==> src/rtl/ahb_timer_if.sv <==
// AHB-Lite slave-side bus bundle for the ahb_timer peripheral.
// The master modport drives address/control/write data; the slave
// modport returns read data and the ready response.
interface ahb_timer_if;
  logic        HSEL;
  logic        HREADY;
  logic [1:0]  HTRANS;
  logic        HWRITE;
  logic [2:0]  HSIZE;
  logic [31:0] HADDR;
  logic [31:0] HWDATA;
  logic [31:0] HRDATA;
  logic        HREADYOUT;

  modport master (
    output HSEL, HREADY, HTRANS, HWRITE, HSIZE, HADDR, HWDATA,
    input  HRDATA, HREADYOUT
  );

  modport slave (
    input  HSEL, HREADY, HTRANS, HWRITE, HSIZE, HADDR, HWDATA,
    output HRDATA, HREADYOUT
  );
endinterface

==> src/rtl/ahb_timer.sv <==
// ahb_timer: AHB-Lite 32-bit down-counter timer with reload,
// one-shot/periodic modes and a level interrupt (EXP & IRQEN).
// Optional feature macro: AHB_TIMER_PRESCALE_EN adds a 16-bit
// prescaler; without it the counter ticks every enabled cycle and
// PRESCALE reads as zero.
module ahb_timer #(
  parameter logic [31:0] RST_LOAD = 32'h0
) (
  input  logic        clk,
  input  logic        reset,
  ahb_timer_if.slave  bus,
  output logic        timer_irq
);

  localparam logic [2:0] IDX_CTRL   = 3'd0;
  localparam logic [2:0] IDX_LOAD   = 3'd1;
  localparam logic [2:0] IDX_VALUE  = 3'd2;
  localparam logic [2:0] IDX_STATUS = 3'd3;
  localparam logic [2:0] IDX_PRESC  = 3'd4;

  // Latched address phase
  logic       pend_valid_reg;
  logic       pend_write_reg;
  logic       pend_size_ok_reg;
  logic [2:0] pend_idx_reg;

  // Register state
  logic        en_reg;
  logic        periodic_reg;
  logic        irqen_reg;
  logic [31:0] load_reg;
  logic [31:0] value_reg;
  logic        exp_reg;

  logic        addr_ok;
  logic        wr_commit;
  logic        wr_ctrl;
  logic        wr_load;
  logic        wr_status;
  logic        tick;
  logic        expire;
  logic [31:0] prescale_rd;
  logic [31:0] rd_data;
  logic        unused_bus;

  // Address bits outside the register window and HTRANS[0] do not matter.
  assign unused_bus = ^{bus.HADDR[31:5], bus.HADDR[1:0], bus.HTRANS[0]};

  assign addr_ok = bus.HSEL & bus.HREADY & bus.HTRANS[1];

  // A write lands at the end of its data phase; the data phase ends when
  // HREADY is high (always the case for our own zero-wait response).
  assign wr_commit = pend_valid_reg & pend_write_reg & pend_size_ok_reg & bus.HREADY;
  assign wr_ctrl   = wr_commit && (pend_idx_reg == IDX_CTRL);
  assign wr_load   = wr_commit && (pend_idx_reg == IDX_LOAD);
  assign wr_status = wr_commit && (pend_idx_reg == IDX_STATUS);

  assign expire = tick && (value_reg == 32'd0);

  // Capture the address phase of each accepted transfer
  always_ff @(posedge clk) begin
    if (reset) begin
      pend_valid_reg   <= 1'b0;
      pend_write_reg   <= 1'b0;
      pend_size_ok_reg <= 1'b0;
      pend_idx_reg     <= 3'd0;
    end else if (bus.HREADY) begin
      pend_valid_reg   <= addr_ok;
      pend_write_reg   <= bus.HWRITE;
      pend_size_ok_reg <= (bus.HSIZE == 3'b010);
      pend_idx_reg     <= bus.HADDR[4:2];
    end
  end

`ifdef AHB_TIMER_PRESCALE_EN
  logic [15:0] presc_reg;
  logic [15:0] pcnt_reg;
  logic        wr_presc;
  logic        roll;

  assign wr_presc    = wr_commit && (pend_idx_reg == IDX_PRESC);
  assign roll        = (pcnt_reg == presc_reg);
  assign tick        = en_reg & roll;
  assign prescale_rd = {16'h0, presc_reg};

  // PRESCALE register
  always_ff @(posedge clk) begin
    if (reset) begin
      presc_reg <= 16'h0;
    end else if (wr_presc) begin
      presc_reg <= bus.HWDATA[15:0];
    end
  end

  // Prescaler counter: counts enabled cycles 0..PRESCALE, holds while disabled
  always_ff @(posedge clk) begin
    if (reset) begin
      pcnt_reg <= 16'h0;
    end else if (wr_presc) begin
      pcnt_reg <= 16'h0;
    end else if (en_reg) begin
      pcnt_reg <= roll ? 16'h0 : pcnt_reg + 16'd1;
    end
  end
`else
  assign tick        = en_reg;
  assign prescale_rd = 32'h0;
`endif

  // CTRL: a bus write overrides the one-shot auto-disable
  always_ff @(posedge clk) begin
    if (reset) begin
      en_reg       <= 1'b0;
      periodic_reg <= 1'b0;
      irqen_reg    <= 1'b0;
    end else if (wr_ctrl) begin
      en_reg       <= bus.HWDATA[0];
      periodic_reg <= bus.HWDATA[1];
      irqen_reg    <= bus.HWDATA[2];
    end else if (expire && !periodic_reg) begin
      en_reg       <= 1'b0;
    end
  end

  // LOAD register
  always_ff @(posedge clk) begin
    if (reset) begin
      load_reg <= RST_LOAD;
    end else if (wr_load) begin
      load_reg <= bus.HWDATA;
    end
  end

  // VALUE: a LOAD write wins over a simultaneous tick
  always_ff @(posedge clk) begin
    if (reset) begin
      value_reg <= RST_LOAD;
    end else if (wr_load) begin
      value_reg <= bus.HWDATA;
    end else if (tick) begin
      if (value_reg != 32'd0) begin
        value_reg <= value_reg - 32'd1;
      end else if (periodic_reg) begin
        value_reg <= load_reg;
      end
    end
  end

  // EXP flag: expiry wins over a simultaneous write-1-to-clear
  always_ff @(posedge clk) begin
    if (reset) begin
      exp_reg <= 1'b0;
    end else if (expire) begin
      exp_reg <= 1'b1;
    end else if (wr_status && bus.HWDATA[0]) begin
      exp_reg <= 1'b0;
    end
  end

  // Read mux, driven only during a read data phase
  always_comb begin
    rd_data = 32'h0;
    if (pend_valid_reg && !pend_write_reg) begin
      case (pend_idx_reg)
        IDX_CTRL:   rd_data = {29'h0, irqen_reg, periodic_reg, en_reg};
        IDX_LOAD:   rd_data = load_reg;
        IDX_VALUE:  rd_data = value_reg;
        IDX_STATUS: rd_data = {31'h0, exp_reg};
        IDX_PRESC:  rd_data = prescale_rd;
        default:    rd_data = 32'h0;
      endcase
    end
  end

  assign bus.HRDATA    = rd_data;
  assign bus.HREADYOUT = 1'b1;
  assign timer_irq     = exp_reg & irqen_reg;

endmodule

==> src/flat_wrapper.sv <==
// flat-port wrapper written by rule: the top's interface ports become plain ports
module ahb_timer_flat 
#(
  parameter logic [31:0] RST_LOAD = 32'h0
)
  (clk, reset, timer_irq, bus_HSEL, bus_HREADY, bus_HTRANS, bus_HWRITE, bus_HSIZE, bus_HADDR, bus_HWDATA, bus_HRDATA, bus_HREADYOUT);
  ahb_timer_if bus_i ();
  input  logic clk;
  input  logic reset;
  output logic timer_irq;
  input wire logic [$bits(bus_i.HSEL)-1:0] bus_HSEL;
  input wire logic [$bits(bus_i.HREADY)-1:0] bus_HREADY;
  input wire logic [$bits(bus_i.HTRANS)-1:0] bus_HTRANS;
  input wire logic [$bits(bus_i.HWRITE)-1:0] bus_HWRITE;
  input wire logic [$bits(bus_i.HSIZE)-1:0] bus_HSIZE;
  input wire logic [$bits(bus_i.HADDR)-1:0] bus_HADDR;
  input wire logic [$bits(bus_i.HWDATA)-1:0] bus_HWDATA;
  output wire logic [$bits(bus_i.HRDATA)-1:0] bus_HRDATA;
  output wire logic [$bits(bus_i.HREADYOUT)-1:0] bus_HREADYOUT;
  assign bus_i.HSEL = bus_HSEL;
  assign bus_i.HREADY = bus_HREADY;
  assign bus_i.HTRANS = bus_HTRANS;
  assign bus_i.HWRITE = bus_HWRITE;
  assign bus_i.HSIZE = bus_HSIZE;
  assign bus_i.HADDR = bus_HADDR;
  assign bus_i.HWDATA = bus_HWDATA;
  assign bus_HRDATA = bus_i.HRDATA;
  assign bus_HREADYOUT = bus_i.HREADYOUT;
  ahb_timer #(.RST_LOAD(RST_LOAD)) u_core (.clk(clk), .reset(reset), .bus(bus_i), .timer_irq(timer_irq));
endmodule
==> config.mk <==
export PLATFORM = sky130hd
export DESIGN_NAME = ahb_timer_flat
export DESIGN_NICKNAME = d
export VERILOG_FILES = /design/src/rtl/ahb_timer_if.sv /design/src/rtl/ahb_timer.sv /design/src/flat_wrapper.sv
export SDC_FILE = /design/constraint.sdc
export NUM_CORES = 1
export LEC_CHECK = 0
export BUFFER_PORTS_ARGS = -buffer_cell sky130_fd_sc_hd__buf_2
export CAP_MARGIN = 20
export CELL_PAD_IN_SITES_DETAIL_PLACEMENT = 0
export CELL_PAD_IN_SITES_GLOBAL_PLACEMENT = 1
export CORE_MARGIN = 2
export CORE_UTILIZATION = 35
export CTS_BUF_LIST = sky130_fd_sc_hd__clkbuf_16
export CTS_CLUSTER_DIAMETER = 100
export DETAILED_ROUTE_END_ITERATION = 6
export PLACE_DENSITY_LB_ADDON = 0.1
export SYNTH_ARGS = -nofsm -noshare
export SYNTH_HDL_FRONTEND = slang
export SYNTH_SLANG_ARGS = --single-unit
==> constraint.sdc <==
create_clock -name clk -period 1.97 [get_ports clk]
set_input_delay 0.0985 -clock clk [delete_from_list [all_inputs] [get_ports clk]]
set_output_delay 0.0985 -clock clk [all_outputs]
set_load 0.005 [all_outputs]
# Yosys cells after proc, flatten, opt, wreduce, memory -nomap -nowiden

Index checks and enable logic that the tools add are counted.

Add/subtract/negate cells: 1
Equality and inequality tests: 4
Mux-type cells: 10
Bitwise operators: 6
Reductions and logical operators: 17

Operators with widths:

| cell                    | count |
|---|---|
| $mux W32                | 5 |
| $pmux W32 S4            | 1 |
| $logic_not A32 Y1       | 1 |
| $reduce_bool A32 Y1     | 1 |
| $sub A32 B1 Y32 const B | 1 |
| $eq A3 B2 Y1 const B    | 3 |
| $logic_and A1 B1 Y1     | 7 |
| $and A1 B1 Y1           | 6 |
| $reduce_bool A2 Y1      | 3 |
| $mux W1                 | 4 |
| $eq A3 B1 Y1 const B    | 1 |
| $logic_not A3 Y1        | 1 |
| $reduce_bool A3 Y1      | 1 |
| $logic_not A1 Y1        | 2 |
| $reduce_and A2 Y1       | 1 |

Bits in registers: 74
Bits of input ports: 74
Output and inout bits: 34
Word-level logic and storage cells: 48

# Depth between registers and ports, before layout

Word-level depth: 7
Gate-level depth with buffers: 9
Depth with buffers taken out: 8

# Least setup slack after synthesis

OpenSTA, ideal clock, no wires.

Path type: register -> register
From: register u_core.value_reg[7]
To: register u_core.value_reg[27]
Setup time: 0.117 ns
Arrival: 2.005 ns
Required time: 1.853 ns
Slack: -0.153 ns
Stages on the path, launching flop included: 8
Path buffers: 2
Clock period less this slack: 2.123 ns
Cell sequence: dfxtp_1 > clkbuf_1 > nor4_2 > nand3_1 > or2_0 > buf_2 > or4_1 > a32o_1

Cells in the longest elaborated chain, start to end: 4
Elaborated cells between the ends (all ways): 7
Those cells by class: add/sub: 1; mux: 3; reduce/logical: 3

Ends and longest elaborated chain:

| what                                                   | RTL line                           | text |
|---|---|---|
| start: declaration                                     | ahb_timer.sv:32                    | `logic [31:0] value_reg;` |
| start signal: assignment                               | ahb_timer.sv:139                   | `value_reg <= bus.HWDATA;` |
| start signal: assignment                               | ahb_timer.sv:142                   | `value_reg <= value_reg - 32'd1;` |
| start signal: assignment                               | ahb_timer.sv:144                   | `value_reg <= load_reg;` |
| $sub A32 B1 Y32 or $reduce_bool A32 Y1 (tied branches) | ahb_timer.sv:142, ahb_timer.sv:141 |  |
| $mux W32                                               | ahb_timer.sv:141                   | `if (value_reg != 32'd0) begin` |
| $mux W32                                               | ahb_timer.sv:140                   | `end else if (tick) begin` |
| $mux W32                                               | ahb_timer.sv:138                   | `end else if (wr_load) begin` |

Parallel ways exist; a longest one is shown, timed or not. The select of a mux whose other input is x is not followed.
A chain may end at the register's enable or synchronous reset.

# Worst setup path in the final report

From: register u_core.value_reg[11]
To: register u_core.value_reg[15]

The elaborated chain is that of the path after synthesis.

==> impl_metrics.env <==
export IMPL_status="finished with violations"
export IMPL_violations="setup timing"
export IMPL_synthAdderAreaFrac_pct=0.551
export IMPL_cts_buffer_depth=2
export IMPL_synth_compound_area_share_pct=25.7
export IMPL_slew_violations=0
export IMPL_clk_latency_ns=0.35
export IMPL_synth_edff_count=0
export IMPL_nets=879
export IMPL_drt_pass1_iter_count=5
export IMPL_h_tree_depth=3
export IMPL_synth_fp_nets=682
export IMPL_die_area_sq_um=13900
export IMPL_root_buffer="clkbuf_16"
export IMPL_ys_seq_area_share_pct=32.6
export IMPL_p_leak_uw=0.00293
export IMPL_ys_warn_count=0
export IMPL_powerDensity_nw_per_um2=460
export IMPL_gp_congestion=0.915
export IMPL_synth_top_family_by_area="simple AND/OR/NAND/NOR gates"
export IMPL_die_h_um=118
export IMPL_synth_top_cell_by_area="dfxtp_1"
export IMPL_die_x_um=118
export IMPL_fin_skew_ns=0.00672
export IMPL_synth_top_cell_area_share_pct=32.6
export IMPL_ys_top_cells_by_area="dfxtp_1, nor2_1, nand2_1"
export IMPL_grt_overflow=0
export IMPL_drive_gt1_share_pct=44.2
export IMPL_tightest_slew_ns=0.789
export IMPL_ys_flop_type="dfxtp_1"
export IMPL_place_ws_ns=-0.200
export IMPL_area_delta_synth_final_pct=59.1
export IMPL_arrival_ns=2.29
export IMPL_post_dp_hpwl_um=12200
export IMPL_cts_tree="yes"
export IMPL_antenna_found_initial=0
export IMPL_finalHoldViolCount=0
export IMPL_relSlewSlack_pct=47.2
export IMPL_initial_core_util_pct=36.0
export IMPL_wirelength_um=17800
export IMPL_drtIter0Drc=343
export IMPL_num_antenna_cells=0
export IMPL_worstPathMaxFanout=7
export IMPL_rsz0062_at_grt="yes"
export IMPL_final_common_cell="buf_4"
export IMPL_worstSetupStartpointType="flip-flop"
export IMPL_synth_simple_area_share_pct=30.1
export IMPL_post_route_drc_count=0
export IMPL_grt_first_pass_wirelength_um=27200
export IMPL_vias_per_cell=5.49
export IMPL_grt_pass1_vias=5242
export IMPL_fill_cells=1180
export IMPL_ys_ff_latch=74
export IMPL_fin_setup_tns_ns=-0.665
export IMPL_critical_path_class="flip-flop to flip-flop"
export IMPL_synthXorXnorAreaFrac_pct=2.12
export IMPL_synth_mux_area_share_pct=2.92
export IMPL_synth_cells=606
export IMPL_numCtsBuffers=9
export IMPL_cp_required_ns=2.22
export IMPL_final_cell_mix="buf_4, nand2_1, buf_2"
export IMPL_ios=108
export IMPL_grt_max_degree=42
export IMPL_ant_nets=0
export IMPL_setup_viol=24
export IMPL_core_area_sq_um=12600
export IMPL_post_route_period_util_pct=103
export IMPL_final_min_clock_period_ns=2.03
export IMPL_layout_setup_ws_ns=-0.0619
export IMPL_end_kind="flip-flop"
export IMPL_async_flop_share_pct=0
export IMPL_synth_area_sq_um=4540
export IMPL_cts_sinks=74
export IMPL_avgSynthCellArea_sq_um=7.49
export IMPL_timing_fmax_ghz=0.492
export IMPL_avgRoutedWirePerCell_um=18.2
export IMPL_clkTransAtPathRegs_ns=0.06
export IMPL_io_buffer_count=76
export IMPL_track_usage_pct=24.4
export IMPL_drv_cap=0
export IMPL_vias=5383
export IMPL_hp_class="input pin to flip-flop"
export IMPL_placementRows=41
export IMPL_peakVddDrop_mv=0.389
export IMPL_synth_distinct_cells=71
[cell type report]
type / count / area [sq um] / area share, %
multi-input cells: 470 / 3360 / 46.5
repair buffers: 240 / 1840 / 25.6
flip-flops and latches: 74 / 1490 / 20.7
clock buffers: 9 / 225 / 3.12
well taps: 172 / 215 / 2.98
clock inverters: 7 / 53.8 / 0.745
inverters: 8 / 30.0 / 0.416
[path summary, 6_finish.rpt]
check | from | end | slack [ns] | depth (start not counted)
max | u_core.value_reg[11] | u_core.value_reg[15] | -0.06 | 9
min | bus_HWDATA[19] | u_core.load_reg[19] | 0.004 | 3
max reg2reg | u_core.value_reg[11] | u_core.value_reg[15] | -0.06 | 9
min reg2reg | u_core.load_reg[6] | u_core.load_reg[6] | 0.47 | 2
[cells in the mapped netlist, types with 5 or more instances]
cell / count
a211oi_1: 9
a21oi_1: 43
a22oi_1: 29
a311oi_1: 12
and3_1: 5
buf_2: 14
clkbuf_1: 35
dfxtp_1: 74
inv_1: 8
mux2i_1: 11
nand2_1: 88
nand3_1: 15
nand4_1: 11
nor2_1: 89
nor3_1: 15
nor3b_1: 5
nor4_1: 9
o211ai_1: 13
o21ai_0: 24
xor2_1: 8
[per-layer routing]
layer | global-route usage [%] | vias up | routed length (um)
li1 | - | 2602 | -
met1 | 31.8 | 2609 | 7920
met2 | 40.2 | 146 | 8600
met3 | 4.36 | 26 | 907
met4 | 9.49 | 0 | 408
met5 | 0 | - | 0
[stage by stage]
stage / power [uW] / cells / hold slack (ns) / utilization [%] / cell area (sq um)
6_report: 3320 / 980 / 0.00383 / 57.2 / 7220
3_3_place_gp: 1720 / 919 / 0.337 / 46.7 / 5900
3_5_place_dp: 1720 / 919 / 0.346 / 46.7 / 5900
4_1_cts: 3330 / 958 / 0.000115 / 52.7 / 6650
5_1_grt: 3420 / 980 / 0.0140 / 57.2 / 7220
2_1_floorplan: 1620 / 606 / 0.234 / - / 4580
[cells by family (layout without fill, tap and decap cells)]
logic type               after synthesis  in the layout
AO/OA/AOI/OAI                        170            170
XOR/XNOR                              11             11
adder cells (fa/ha/maj)                2              2
buffers and inverters                 62            264
flip-flops                            74             74
multiplexers                          12             12
other                                  1              1
AND/OR/NAND/NOR                      274            274
[power breakdown]
part           switching [uW]  internal (uW)  total (uW)
clock                     656            956        1610
sequential               3.29           1500        1510
combinational             120           85.3         206
total                     780           2540        3320
[timing repair]
item                                   4_1_cts  5_1_grt
pin swaps                                   21       44
hold buffers                                 9        0
resized for setup                           60       95
setup endpoints to repair                   31       35
setup buffers                               12       21
cloned                                       2        3
endpoints found under the hold margin        9        0
[worst max-delay path, cell delays in order, from the launching register on]
cell and delay, ns:
dfxtp_2 0.34, nor4_4 0.31, buf_4 0.17, nand4_4 0.11, buf_6 0.16, o31ai_4 0.17
buf_6 0.17, nand2_8 0.10, clkbuf_16 0.18, a311oi_2 0.21
No activity file was read; power rests on OpenSTA's default activity.
